**src/rtl/riscvibe_pkg.sv**
```systemverilog
// riscvibe_pkg: shared types and defaults for the riscvibe core.
// Contents:
//   arb_state_t               - memory port arbiter FSM states
//   owner_t                   - which pipeline stage owns the bus transaction
//   MEM_ARB_MAX_WAIT_DEFAULT  - default timeout window of the memory port arbiter
package riscvibe_pkg;

  typedef enum logic [1:0] {
    ARB_IDLE,
    ARB_REQ,
    ARB_WAIT
  } arb_state_t;

  typedef enum logic {
    OWN_IF,
    OWN_MEM
  } owner_t;

  localparam int unsigned MEM_ARB_MAX_WAIT_DEFAULT = 255;

endpackage

```
**src/rtl/mem_port_arbiter.sv**
```systemverilog
// mem_port_arbiter: shares the unified memory bus between instruction fetch (IF)
// and load/store (MEM). One transaction in flight at a time; the response goes
// back to the stage that issued it.
// Ports:
//   clk, rst                   - clock, synchronous active-high reset
//   if_req/if_addr             - fetch request (held until if_rvalid)
//   if_rvalid/if_rdata         - fetch response, one-cycle pulse
//   if_stall                   - fetch waiting (combinational)
//   mem_req/we/be/addr/wdata   - load/store request (held until mem_rvalid)
//   mem_rvalid/mem_rdata       - load data / store done, one-cycle pulse
//   mem_stall                  - MEM stage waiting (combinational)
//   flush_if                   - branch taken; kill current/pending fetch
//   bus_req/we/be/addr/wdata   - registered bus request, held until bus_gnt
//   bus_gnt, bus_rvalid/rdata  - bus accept and response
//   bus_timeout                - sticky flag: a transaction was aborted by timeout
module mem_port_arbiter
  import riscvibe_pkg::*;
#(
  parameter int unsigned ADDR_W   = 32,
  parameter int unsigned DATA_W   = 32,
  parameter int unsigned MAX_WAIT = MEM_ARB_MAX_WAIT_DEFAULT
) (
  input  logic                clk,
  input  logic                rst,
  input  logic                if_req,
  input  logic [ADDR_W-1:0]   if_addr,
  output logic                if_rvalid,
  output logic [DATA_W-1:0]   if_rdata,
  output logic                if_stall,
  input  logic                mem_req,
  input  logic                mem_we,
  input  logic [DATA_W/8-1:0] mem_be,
  input  logic [ADDR_W-1:0]   mem_addr,
  input  logic [DATA_W-1:0]   mem_wdata,
  output logic                mem_rvalid,
  output logic [DATA_W-1:0]   mem_rdata,
  output logic                mem_stall,
  input  logic                flush_if,
  output logic                bus_req,
  output logic                bus_we,
  output logic [DATA_W/8-1:0] bus_be,
  output logic [ADDR_W-1:0]   bus_addr,
  output logic [DATA_W-1:0]   bus_wdata,
  input  logic                bus_gnt,
  input  logic                bus_rvalid,
  input  logic [DATA_W-1:0]   bus_rdata,
  output logic                bus_timeout
);

  localparam int unsigned CntW = (MAX_WAIT > 2) ? $clog2(MAX_WAIT) : 1;
  localparam logic [CntW-1:0] CntLast = CntW'(MAX_WAIT - 1);

  arb_state_t      state_q;
  owner_t          owner_q;
  owner_t          last_owner_q;
  logic            kill_q;
  logic [CntW-1:0] cnt_q;

  logic            if_cand;
  logic            sel_mem;
  logic            kill_now;
  logic            busy;
  logic            done_bus;
  logic            done_to;
  logic [DATA_W-1:0] resp_data;

  always_comb begin
    if_cand  = if_req && !flush_if;
    // On a tie MEM wins unless it had the previous transaction.
    sel_mem  = mem_req && (!if_cand || (last_owner_q == OWN_IF));
    // A flush landing on the completion cycle still kills the fetch.
    kill_now = kill_q || (flush_if && (owner_q == OWN_IF));
    busy     = (state_q == ARB_REQ) || (state_q == ARB_WAIT);
    done_bus = ((state_q == ARB_REQ) && bus_gnt && bus_rvalid) ||
               ((state_q == ARB_WAIT) && bus_rvalid);
    done_to  = busy && !done_bus && (cnt_q == CntLast);
    resp_data = done_bus ? bus_rdata : '0;
    if_stall  = if_req && !if_rvalid && !flush_if;
    mem_stall = mem_req && !mem_rvalid;
  end

  always_ff @(posedge clk) begin
    if (rst) begin
      state_q      <= ARB_IDLE;
      owner_q      <= OWN_IF;
      last_owner_q <= OWN_IF;
      kill_q       <= 1'b0;
      cnt_q        <= '0;
      bus_req      <= 1'b0;
      bus_we       <= 1'b0;
      bus_be       <= '0;
      bus_addr     <= '0;
      bus_wdata    <= '0;
      if_rvalid    <= 1'b0;
      if_rdata     <= '0;
      mem_rvalid   <= 1'b0;
      mem_rdata    <= '0;
      bus_timeout  <= 1'b0;
    end else begin
      if_rvalid  <= 1'b0;
      mem_rvalid <= 1'b0;
      case (state_q)
        ARB_IDLE: begin
          cnt_q  <= '0;
          kill_q <= 1'b0;
          if (mem_req || if_cand) begin
            state_q <= ARB_REQ;
            bus_req <= 1'b1;
            if (sel_mem) begin
              owner_q   <= OWN_MEM;
              bus_we    <= mem_we;
              bus_be    <= mem_be;
              bus_addr  <= mem_addr;
              bus_wdata <= mem_wdata;
            end else begin
              owner_q   <= OWN_IF;
              bus_we    <= 1'b0;
              bus_be    <= '1;
              bus_addr  <= if_addr;
              bus_wdata <= '0;
            end
          end
        end
        ARB_REQ, ARB_WAIT: begin
          if (done_bus || done_to) begin
            state_q      <= ARB_IDLE;
            bus_req      <= 1'b0;
            last_owner_q <= owner_q;
            kill_q       <= 1'b0;
            cnt_q        <= '0;
            if (done_to) begin
              bus_timeout <= 1'b1;
            end
            if (owner_q == OWN_MEM) begin
              mem_rvalid <= 1'b1;
              mem_rdata  <= resp_data;
            end else if (!kill_now) begin
              if_rvalid <= 1'b1;
              if_rdata  <= resp_data;
            end
          end else begin
            cnt_q <= cnt_q + CntW'(1);
            if (flush_if && (owner_q == OWN_IF)) begin
              kill_q <= 1'b1;
            end
            if ((state_q == ARB_REQ) && bus_gnt) begin
              state_q <= ARB_WAIT;
              bus_req <= 1'b0;
            end
          end
        end
        default: state_q <= ARB_IDLE;
      endcase
    end
  end

endmodule

```
**config.mk**
```make
export PLATFORM = sky130hd
export DESIGN_NAME = mem_port_arbiter
export DESIGN_NICKNAME = d
export VERILOG_FILES = /design/src/rtl/riscvibe_pkg.sv /design/src/rtl/mem_port_arbiter.sv
export SDC_FILE = /design/constraint.sdc
export NUM_CORES = 1
export LEC_CHECK = 0
export BUFFER_PORTS_ARGS = -buffer_cell sky130_fd_sc_hd__clkbuf_2
export CORE_ASPECT_RATIO = 1.1
export CORE_MARGIN = 5
export CORE_UTILIZATION = 47
export CTS_CLUSTER_DIAMETER = 120
export DETAILED_ROUTE_END_ITERATION = 16
export PLACE_DENSITY = 0.78
export SYNTH_ARGS = -nofsm -noshare
export SYNTH_HDL_FRONTEND = slang
export SYNTH_SLANG_ARGS = --single-unit
export TNS_END_PERCENT = 30
```
**constraint.sdc**
```tcl
create_clock -name clk -period 2.5 [get_ports clk]
set_input_delay 0 -clock clk [delete_from_list [all_inputs] [get_ports clk]]
set_output_delay 0 -clock clk [all_outputs]
set_load 0.005 [all_outputs]
```
# After elaboration in Yosys (flattened, before gate mapping)
# Cells that the tools add are included.
totals:
  register_bits: 150
  in_bits: 140
  out_inout_bits: 139
  elab_cells: 83
op_classes:
  n_addsub: 1
  eq_ne: 6
  n_mux: 21
  bitwise: 5
  reduce_logical: 35
ops:
  columns: ["operator", "n"]
  rows:
  - ["$mux W32", 3]
  - ["$pmux W8 S2", 1]
  - ["$logic_and A1 B1 Y1", 11]
  - ["$mux W1", 9]
  - ["$reduce_and A3 Y1", 3]
  - ["$add A8 B1 Y8 const B", 1]
  - ["$eq A8 B8 Y1 const B", 1]
  - ["$mux W8", 1]
  - ["$reduce_and A2 Y1", 4]
  - ["$logic_or A1 B1 Y1", 6]
  - ["$mux W2", 3]
  - ["$ne A3 B3 Y1 const B", 2]
  - ["$logic_not A1 Y1", 5]
  - ["$not A1 Y1", 5]
  - ["$mux W4", 1]
  - ["$pmux W1 S2", 2]
  - ["$pmux W2 S2", 1]
  - ["$reduce_and A4 Y1", 1]
  - ["$reduce_or A4 Y1", 1]
  - ["$reduce_or A3 Y1", 1]
  - ["$eq A2 B1 Y1 const B", 1]
  - ["$eq A2 B2 Y1 const B", 1]
  - ["$logic_not A2 Y1", 1]
  - ["$ne A2 B2 Y1 const B", 1]
  - ["2 further kinds", 2]

# Logic depth before layout (Yosys ltp)
logic_depth:
  ltp_word: 10
  mapped_depth: 9
  ltp_nobuf: 6

# Worst setup path before layout
# No wires, ideal clock.
synth_timing:
  path_type: "reg2reg"
  start: "register state_q[1]"
  end: "register mem_rdata[31]"
  arrival_time_ns: 1.614
  required_ns: 2.381
  slack_ns: 0.768
  path_stages_with_launch: 10
  path_cell_list: "dfxtp_1 -> inv_1 -> ha_1 -> buf_4 -> nand4_4 -> o22ai_4 -> nand3_2 -> buf_6 -> buf_8 -> mux2i_1"
synth_between:
  elab_chain_len: 9
synth_rtl:
  columns: ["element", "line", "text"]
  rows:
  - ["start, declared", "mem_port_arbiter.sv:53", "arb_state_t state_q;"]
  - ["start signal, assigned", "mem_port_arbiter.sv:84", "state_q <= ARB_IDLE;"]
  - ["start signal, assigned", "mem_port_arbiter.sv:107", "state_q <= ARB_REQ;"]
  - ["start signal, assigned", "mem_port_arbiter.sv:126", "state_q <= ARB_IDLE;"]
  - ["$eq A2 B1 Y1", "mem_port_arbiter.sv:73, mem_port_arbiter.sv:74, mem_port_arbiter.sv:102", null]
  - ["$logic_and A1 B1 Y1 (2 in series)", "mem_port_arbiter.sv:74", "done_bus = ((state_q == ARB_REQ) && bus_gnt && bus_rvalid) ||"]
  - ["$logic_or A1 B1 Y1", "mem_port_arbiter.sv:74", null]
  - ["$logic_not A1 Y1", "mem_port_arbiter.sv:76", "done_to = busy && !done_bus && (cnt_q == CntLast);"]
  - ["$logic_and A1 B1 Y1 (2 in series)", "mem_port_arbiter.sv:76", null]
  - ["$logic_or A1 B1 Y1", "mem_port_arbiter.sv:125", "if (done_bus || done_to) begin"]
  - ["$reduce_and A3 Y1 (no line)", null, null]
  - ["end signal, assigned", "mem_port_arbiter.sv:136", "mem_rdata <= resp_data;"]
  - ["end, declared", "mem_port_arbiter.sv:36", "output logic [DATA_W-1:0] mem_rdata,"]
# Parallel ways exist; a longest one is shown, timed or not.
# A chain may end at the register's enable or synchronous reset.

# Final worst setup path
layout_timing:
  start: "input port flush_if"
  end: "register bus_addr[10]"
layout_between:
  elab_chain_len: 6
layout_rtl:
  columns: ["element", "line", "text"]
  rows:
  - ["start, declared", "mem_port_arbiter.sv:38", "input logic flush_if,"]
  - ["$logic_not A1 Y1 (*)", "mem_port_arbiter.sv:68", "if_cand = if_req && !flush_if;"]
  - ["$logic_and A1 B1 Y1 (*)", "mem_port_arbiter.sv:68", null]
  - ["$logic_not A1 Y1", "mem_port_arbiter.sv:70", "sel_mem = mem_req && (!if_cand || (last_owner_q == OWN_IF));"]
  - ["$logic_or A1 B1 Y1", "mem_port_arbiter.sv:70", null]
  - ["$logic_and A1 B1 Y1", "mem_port_arbiter.sv:70", null]
  - ["$mux W32", "mem_port_arbiter.sv:109", "if (sel_mem) begin"]
  - ["end signal, assigned", "mem_port_arbiter.sv:113", "bus_addr <= mem_addr;"]
  - ["end signal, assigned", "mem_port_arbiter.sv:119", "bus_addr <= if_addr;"]
  - ["end, declared", "mem_port_arbiter.sv:42", "output logic [ADDR_W-1:0] bus_addr,"]
# Mark *: on every way between the ends. The rest lies on a longest branch, timed or not.

==> out/metrics.yaml <==
area_delta_synth_final_pct: 54.1
synth_ff_type: "dfxtp_1"
cts-buffers-inserted: 17
grt_pass1_vias: 6589
async_flop_share_pct: 0
end_kind: "flip-flop"
synth-edff-count: 0
fin_ws_ns: 0.0915
status: "complete, no violations"
path_max_fanout: 36
wl_per_cell_um: 18.6
dp_slack_ns: 0.412
timing.hold.ws_ns: 0.0417
die_h_um: 131
maxClockFrequency_ghz: 0.415
die_w_um: 120
cts_tree: "yes"
tightest_slew_ns: 0.864
hold_class: "input port to flip-flop"
ioPinCount: 279
viasPerCell: 5.32
finalWirelength_um: 22200
fin_tns_setup_ns: 0
ys_warn_count: 0
yosysTopAreaCellShare_pct: 47.9
dp_hpwl_um: 13000
netlist_area_sq_mm: 0.00627
leakage_uw: 0.00475
grt_max_degree: 74
firstDrtPassIters: 5
r2r_slack_ns: 0.11
final_nets: 1160
hold_viol_final: 0
cp.arrival_ns: 2.72
drcViolationCount: 0
min_period_over_period_pct: 96.3
cts_root_buffer: "clkbuf_16"
grt_pass1_wl_um: 34300
finalMaxSlewViolations: 0
ir_drop_uv: 523
cp.required_ns: 2.81
finalSetupViolCount: 0
grt.overflow.total: 0
syn_inst: 616
dieArea_sq_mm: 0.0158
antenna_found_initial: 6
finalPower_uw: 6200
fin_skew_ns: 0.0153
startpoint: "flush_if"
drv_cap: 0
grt_usage_pct: 27.1
portBuffers: 278
r2r_cells: 6
coreArea_sq_mm: 0.0132
rsz0062_at_grt: "false"
drive_gt1_share_pct: 32.8
post-cts-setup-buffer-count: 0
fin_area_sq_mm: 0.00967
critPathCapture: "bus_addr[10]"
timing.rr.end: "bus_addr[10]"
syn-num-nets: 762
cts_buffer_depth: 2
drtAntennaViolNets: 0
maxSlewHeadroom_pct: 42.3
ys_types: 40
start_kind: "input port"
power.density_mw_per_mm2: 642
timing_worst_setup_path_type: "input port to flip-flop"
synth.avg_cell_area_sq_um: 10.2
cts.sinks: 150
ys_ff_latch: 150
crit-reg2reg-launch: "last_owner_q"
clkTransAtPathRegs_ns: 0.07
seq_area_frac_synth_pct: 47.9
initial_core_util_pct: 47.7
finalWorstPathRequiredPeriod_ns: 2.41
place_area_sq_mm: 0.00774
via_count: 6349
synth_area_leaders: "dfxtp_1, mux2i_1, nand2b_1"
rows: 44
cts_max_level: 4
synth_top_area_cell: "dfxtp_1"
drtIter0Drc: 446
place.gp.congestion: 0.809
clk_latency_ns: 0.43
==> metal layers <==
metal	global-route usage, %	wire length (um)	part of all wire, %	up-vias
met5	0	0	0	-
met1	30.6	8220	37	2960
li1	-	-	-	2956
met2	46.4	11000	50	350
met3	7.78	1860	8.4	83
met4	13.9	1080	4.9	0
==> report_power, final <==
| part | switching, uW | leakage [uW] | internal (uW) |
|---|---|---|---|
| Sequential | 90.5 | 0.00122 | 2530 |
| Combinational | 557 | 0.00325 | 537 |
| Clock | 1090 | 0.000273 | 1400 |
==> metrics by stage <==
| stage | utilization [%] | instances |
|---|---|---|
| final | 73.5 | 1194 |
| after global routing | 73.5 | 1194 |
| after CTS | 73.3 | 1188 |
| after detailed placement | 58.8 | 1022 |
| after global placement | 58.8 | 1022 |
| after floorplan | - | 616 |
==> cells by family after synthesis <==
logic type	Yosys count	share of synthesized area (%)
flops	150	47.9
xor+xnor	7	0.978
fa+ha+maj	6	1.20
simple gates	209	18.6
buf+inv	59	5.39
compound gates	88	10.5
mux	97	15.5
==> sequential cells by signal, summed over array words and instances (netlist names) <==
name / count
bus_addr: 32
bus_be: 4
bus_req: 1
bus_timeout: 1
bus_wdata: 32
bus_we: 1
cnt_q: 8
if_rdata: 32
if_rvalid: 1
kill_q: 1
last_owner_q: 1
mem_rdata: 32
mem_rvalid: 1
owner_q: 1
state_q: 2
==> final cells by class <==
type / count / area (sq um)
fill: 821 / 3490
sequential: 150 / 3000
multi-input combinational: 407 / 2960
timing repair buffer: 427 / 2870
clock buffer: 18 / 429
tap: 161 / 201
clock inverter: 14 / 140
inverter: 11 / 41.3
antenna: 6 / 15.0
==> cells in the final DEF, fill, tap and decap left out, types with 2 or more instances in the layout <==
master	count
clkbuf_2	277
dfxtp_1	150
dlygate4sd3_1	134
mux2i_1	97
nor2_1	87
nand2b_1	64
a211oi_1	34
a22oi_1	34
nand3b_1	32
clkbuf_16	17
buf_4	14
inv_1	10
nor3_1	9
diode_2	6
a21oi_1	6
ha_1	6
nand2_1	4
xnor2_1	4
inv_6	4
xor2_1	3
clkinvlp_4	3
inv_8	3
nor2b_1	2
nand4_4	2
a21o_1	2
nand4b_1	2
a31oi_1	2
clkinv_2	2
buf_12	2
==> worst max-delay path: stages <==
cell and delay [ns]:
dlygate4sd3_1 0.59, clkbuf_2 0.16, nand2b_4 0.20, o21ai_4 0.13, buf_4 0.50, mux2i_1 0.19
dlygate4sd3_1 0.60, a211oi_1 0.31
==> Yosys cell counts, types with 2 or more instances <==
cell	instances
buf_2	10
dfxtp_1	150
buf_4	2
a21o_1	2
a211oi_1	34
nor3_1	9
buf_12	2
a21oi_1	6
a31oi_1	2
nor2b_1	2
xor2_1	3
buf_6	7
nand2_1	4
nand2b_1	64
a22oi_1	34
nand4_4	2
nand4b_1	2
ha_1	6
nor2_1	88
clkbuf_1	26
o21ai_1	3
nand3b_1	32
inv_1	10
xnor2_1	4
mux2i_1	97
==> what timing repair did <==
action / CTS / global route
hold buffers: 134 / 0
setup endpoints to repair: 0 / 0
endpoints found under the hold margin: 134 / 0
gates resized for setup: 0 / 0
==> worst min path at each step <==
stage | slack, ns | from | cells after the start | end
after floorplan | 0.11 | if_req | 2 | if_stall
after global placement | 0.24 | mem_wdata[8] | 3 | bus_wdata[8]
after detailed placement | 0.25 | mem_wdata[4] | 3 | bus_wdata[4]
after CTS | 0.03 | bus_gnt | 4 | bus_req
after global routing | 0.08 | bus_gnt | 4 | bus_req
final | 0.04 | bus_gnt | 4 | bus_req
Power figures use the tool's default switching activity.
